File: config.mk
export PLATFORM = sky130hd
export DESIGN_NAME = vga_scan_driver
export DESIGN_NICKNAME = d
export VERILOG_FILES = /design/src/rtl/vga_scan_driver.sv
export SDC_FILE = /design/constraint.sdc
export NUM_CORES = 1
export LEC_CHECK = 0
export CORE_UTILIZATION = 54
export DETAILED_ROUTE_END_ITERATION = 8
export HOLD_SLACK_MARGIN = 0.1
export MAX_ROUTING_LAYER = met4
export PLACE_DENSITY = 0.81
export SYNTH_ARGS = -nofsm -noshare
export SYNTH_HDL_FRONTEND = slang
export SYNTH_SLANG_ARGS = --single-unit
File: constraint.sdc
create_clock -name clk -period 5.35 [get_ports clk]
set_clock_uncertainty 0.05 [all_clocks]
set_input_delay 1.07 -clock clk [delete_from_list [all_inputs] [get_ports clk]]
set_output_delay 1.07 -clock clk [all_outputs]
set_load 0.01 [all_outputs]
File: src/rtl/vga_scan_driver.sv
// Raster counters, sync/blank decode and an SX_OFFS-deep alignment line feeding the 12-bit VGA pins.
// Optional feature: define VGA_BORDER_EN to paint BORDER_RGB on the outermost active rows/columns.
module vga_scan_driver #(
   parameter int          COORDINATE_WIDTH = 10,
   parameter int          H_RES            = 640,
   parameter int          H_FP             = 16,
   parameter int          H_SYNC           = 96,
   parameter int          H_BP             = 48,
   parameter int          V_RES            = 480,
   parameter int          V_FP             = 10,
   parameter int          V_SYNC           = 2,
   parameter int          V_BP             = 33,
   parameter int          SX_OFFS          = 2,
   parameter logic [11:0] FG_RGB           = 12'hFFF,
   parameter logic [11:0] BG_RGB           = 12'h00F
`ifdef VGA_BORDER_EN
   ,
   parameter logic [11:0] BORDER_RGB       = 12'hF00
`endif
) (
   input  logic                        clk,
   input  logic                        reset_button,
   output logic [COORDINATE_WIDTH-1:0] horiz_pos,
   output logic [COORDINATE_WIDTH-1:0] vert_pos,
   output logic                        line,
   output logic                        frame,
   input  logic                        pix,
   input  logic                        drawing,
   output logic [3:0]                  vga_r,
   output logic [3:0]                  vga_g,
   output logic [3:0]                  vga_b,
   output logic                        vga_hs,
   output logic                        vga_vs
);

   localparam int CW      = COORDINATE_WIDTH;
   localparam int H_TOTAL = H_RES + H_FP + H_SYNC + H_BP;
   localparam int V_TOTAL = V_RES + V_FP + V_SYNC + V_BP;

   localparam logic [CW-1:0] H_LAST = CW'(H_TOTAL - 1);
   localparam logic [CW-1:0] V_LAST = CW'(V_TOTAL - 1);
   localparam logic [CW-1:0] H_ACT  = CW'(H_RES);
   localparam logic [CW-1:0] V_ACT  = CW'(V_RES);
   localparam logic [CW-1:0] HS_ON  = CW'(H_RES + H_FP);
   localparam logic [CW-1:0] HS_OFF = CW'(H_RES + H_FP + H_SYNC);
   localparam logic [CW-1:0] VS_ON  = CW'(V_RES + V_FP);
   localparam logic [CW-1:0] VS_OFF = CW'(V_RES + V_FP + V_SYNC);
`ifdef VGA_BORDER_EN
   localparam logic [CW-1:0] H_EDGE = CW'(H_RES - 1);
   localparam logic [CW-1:0] V_EDGE = CW'(V_RES - 1);
`endif

   // One delay-line stage: timing decode plus, for the border, the coordinate it belongs to.
   typedef struct packed {
`ifdef VGA_BORDER_EN
      logic [CW-1:0] h;
      logic [CW-1:0] v;
`endif
      logic          de;
      logic          hs_n;
      logic          vs_n;
   } tap_t;

   logic [CW-1:0]            h_q, h_d, v_q, v_d;
   logic                     line_q, line_d, frame_q, frame_d;
   logic                     h_wrap;
   tap_t                     raw, tap;
   tap_t [SX_OFFS-1:0]       pipe_q, pipe_d;
   logic [11:0]              rgb_q, rgb_d;
   logic                     hs_q, hs_d, vs_q, vs_d;
`ifdef VGA_BORDER_EN
   logic                     border;
`endif

   always_comb begin
      h_wrap  = (h_q == H_LAST);
      h_d     = h_wrap ? '0 : h_q + CW'(1);
      v_d     = v_q;
      if (h_wrap) v_d = (v_q == V_LAST) ? '0 : v_q + CW'(1);
      // Pulses are computed from the next count so they line up with the counter reading 0.
      line_d  = (h_d == '0);
      frame_d = line_d && (v_d == '0);
   end

   always_comb begin
      raw      = '0;
      raw.de   = (h_q < H_ACT) && (v_q < V_ACT);
      raw.hs_n = !((h_q >= HS_ON) && (h_q < HS_OFF));
      raw.vs_n = !((v_q >= VS_ON) && (v_q < VS_OFF));
`ifdef VGA_BORDER_EN
      raw.h    = h_q;
      raw.v    = v_q;
`endif
      pipe_d    = '0;
      pipe_d[0] = raw;
      for (int i = 1; i < SX_OFFS; i++) pipe_d[i] = pipe_q[i-1];
   end

   always_comb begin
      tap  = pipe_q[SX_OFFS-1];
      hs_d = tap.hs_n;
      vs_d = tap.vs_n;
`ifdef VGA_BORDER_EN
      border = (tap.h == '0) || (tap.h == H_EDGE) || (tap.v == '0) || (tap.v == V_EDGE);
`endif
      if (!tap.de)             rgb_d = '0;
      else if (drawing && pix) rgb_d = FG_RGB;
`ifdef VGA_BORDER_EN
      else if (border)         rgb_d = BORDER_RGB;
`endif
      else                     rgb_d = BG_RGB;
   end

   always_ff @(posedge clk or negedge reset_button) begin
      if (!reset_button) begin
         h_q     <= H_LAST;
         v_q     <= V_LAST;
         line_q  <= 1'b0;
         frame_q <= 1'b0;
         for (int i = 0; i < SX_OFFS; i++) begin
            pipe_q[i]      <= '0;
            pipe_q[i].hs_n <= 1'b1;
            pipe_q[i].vs_n <= 1'b1;
         end
         rgb_q   <= '0;
         hs_q    <= 1'b1;
         vs_q    <= 1'b1;
      end else begin
         h_q     <= h_d;
         v_q     <= v_d;
         line_q  <= line_d;
         frame_q <= frame_d;
         pipe_q  <= pipe_d;
         rgb_q   <= rgb_d;
         hs_q    <= hs_d;
         vs_q    <= vs_d;
      end
   end

   assign horiz_pos = h_q;
   assign vert_pos  = v_q;
   assign line      = line_q;
   assign frame     = frame_q;
   assign vga_r     = rgb_q[11:8];
   assign vga_g     = rgb_q[7:4];
   assign vga_b     = rgb_q[3:0];
   assign vga_hs    = hs_q;
   assign vga_vs    = vs_q;

endmodule

==> run metrics <==
ys async rst share 1.00; hold_buf cts 0; root buffer cell clkbuf_4; WL final 3660 um; synthesized area between 1500 and 2000 um2; initial DRC count 42; CP arrival 1.56 ns; n_diodes 0; DR pass1 iterations 4; Final Wtd Congestion ~0.94; register area share after synthesis 0.451; post-CTS setup buffer count 0; ys flop type dfstp_2; VDD IR-drop max 0.120 mV; CTS clk-pin slew, worst paths 0.09 ns; Total Neg Setup Slack 0 ns; overall power ~0.44 mW; initial core utilization 0.581; GRT Util Overall 0.236; most frequent cells in the layout 39 x clkdlybuf4s50_1, 16 x dfrtp_1, 16 x dfstp_2, 13 x nand2_1, 13 x nor2_1; Max-slew headroom 0.570; HP Start pipe_d[3]; share of cells above drive strength 1 0.171; delay-heaviest family, CP flip-flops; synthesis-to-finish area growth 22.1%; Mapped Cells 180; I/O Buffers 39; Vias about 1500; Die ar. about 3600 um2; final setup fails 0; Die Width 60.0 um; number of antenna-violating nets in the routed design 0; cts repair resizes 0; nature of the critical path startpoint flip-flop; Leak between 0.8 and 0.9 nW; # Max-Cap Violations 0; Final Cycle Share 0.501; Critical path buffers and inverters 1; min Tclk post-route around 2.7 ns; drt drc 0; Critical Path RT approximately 4.2 ns; slowest stage cell, crit path dfstp_2; critical path, cell by cell clkdlybuf4s50_1; crit-path max FO 12; hold crit path type reg2reg; NumNets Final 217; CTS tree built; worst-case clock buffer depth 2; Critical R2R Launch horiz_pos[0]; largest net degree at the start of global routing 33; number of enable flip-flop cells after synthesis 0; HPWL Detailed around 2600 um; Synth Register Bits 32; Tightest Pin Transition 0.640 ns; Inserted Clock Buffers 5; unrepaired setup endpoints after global routing false; DR vias/cell between 5 and 6; status complete, no violations; area of the core approximately 3100 um2; Synth Area per Inst 10.1 um2; IO Pins 40; first-pass GRT wire length 5980 um; Setup CP Type reg2out; Wirelength per Cell 14.4 um; fin. max-slew vios 0; Synth cell types between 50 and 60; FP Rows 20; max incr delay on CP 0.65 ns; Setup crit start horiz_pos[4]; chip height 60.0 um; commonest non-fill, non-tap cell in the layout clkdlybuf4s50_1; Cells after DPL 246; Final Hold Fails 0; synth warn 0; # H-tree levels 2; syn_nets 188; vias in the first global route roughly 1300; Skew-Pair Late Insertion Delay 0.33 ns; Max Fclk 373 MHz; Clock Sink Count 32; antenna violations before repair 0; remaining global-route overflow 0; power per standard cell area 197 nW/um2; fin cells 254; CP Capture Type output pin; Fillers approximately 240
cell usage after synthesis, types with 4 or more instances:
cell type,n,area share
xnor2_1,4,0.019
xor2_1,8,0.039
ha_1,4,0.028
o21ai_0,8,0.022
buf_2,5,0.014
dfstp_2,16,0.23
inv_1,8,0.017
nand2_1,13,0.027
nand3_1,11,0.030
nor3_1,6,0.017
dfrtp_1,16,0.22
nor2_1,13,0.027
buf_4,10,0.041
cells by family after synthesis:
logic type	synth area share
multiplexers	0.0179
AO/OA/AOI/OAI	0.103
AND/OR/NAND/NOR	0.255
XOR/XNOR	0.0578
flip-flops	0.451
adder cells (fa/ha/maj)	0.0275
buffers and inverters	0.0867
state kept, by name (all words and copies together), names as in the netlist:
register	flops
horiz_pos	10
vert_pos	10
pipe_d	3
rgb_q	2
frame	1
hs_d	1
line	1
pipe_q	1
vga_hs	1
vga_vs	1
vs_d	1
cell type report:
type | count | area (um2) | share of cell area
Clock inverter | 2 | 35.0 | 0.0158
Clock buffer | 6 | 41.3 | 0.0186
Timing Repair Buffer | 40 | 398 | 0.179
Tap cell | 44 | 55.1 | 0.0248
Sequential cell | 32 | 821 | 0.370
Multi-Input combinational cell | 122 | 840 | 0.378
Inverter | 8 | 30.0 | 0.0135
report_power, final:
part           leakage, nW  switching [mW]  internal [mW]
Sequential           0.369        0.000652          0.243
Combinational        0.465         0.00736        0.00760
Clock               0.0422          0.0809         0.0979
Total                0.876          0.0889          0.348
metal layers:
metal	track usage	vias up	share of wire
li1	-	691	-
met1	0.299	707	0.44
met2	0.351	64	0.48
met3	0.0563	6	0.066
met4	0.123	0	0.014
met5	-	-	0
final timing paths:
| kind | end | slack, ns | cells after the start |
|---|---|---|---|
| worst min register to register | vs_d | 0.31 | 0 |
| min in group asynchronous | vert_pos[8] | 1.07 | 2 |
| worst max register to register | frame | 2.96 | 6 |
| worst max-delay path | horiz_pos[4] | 2.67 | 1 |
| worst min-delay path | vs_d | 0.31 | 0 |
| max in group asynchronous | vert_pos[2] | 3.86 | 2 |
worst reg2reg max path: stages (launching register included):
cell	delay [ns]
dfstp_2	0.59
ha_1	0.24
nand3_1	0.26
nor4_1	0.35
mux2_1	0.37
nand4bb_1	0.21
nor4b_2	0.23
metrics by stage:
stage	instance area (um2)	util	setup slack (ns)	hold slack, ns
finish	2220	0.710	2.67	0.310
global route	2220	0.710	2.61	0.316
CTS	2220	0.710	2.65	0.312
detailed placement	2140	0.685	2.99	0.290
global placement	2140	0.685	3.05	0.286
floorplan	1820	-	3.15	0.281
Power figures use the tool's default switching activity.
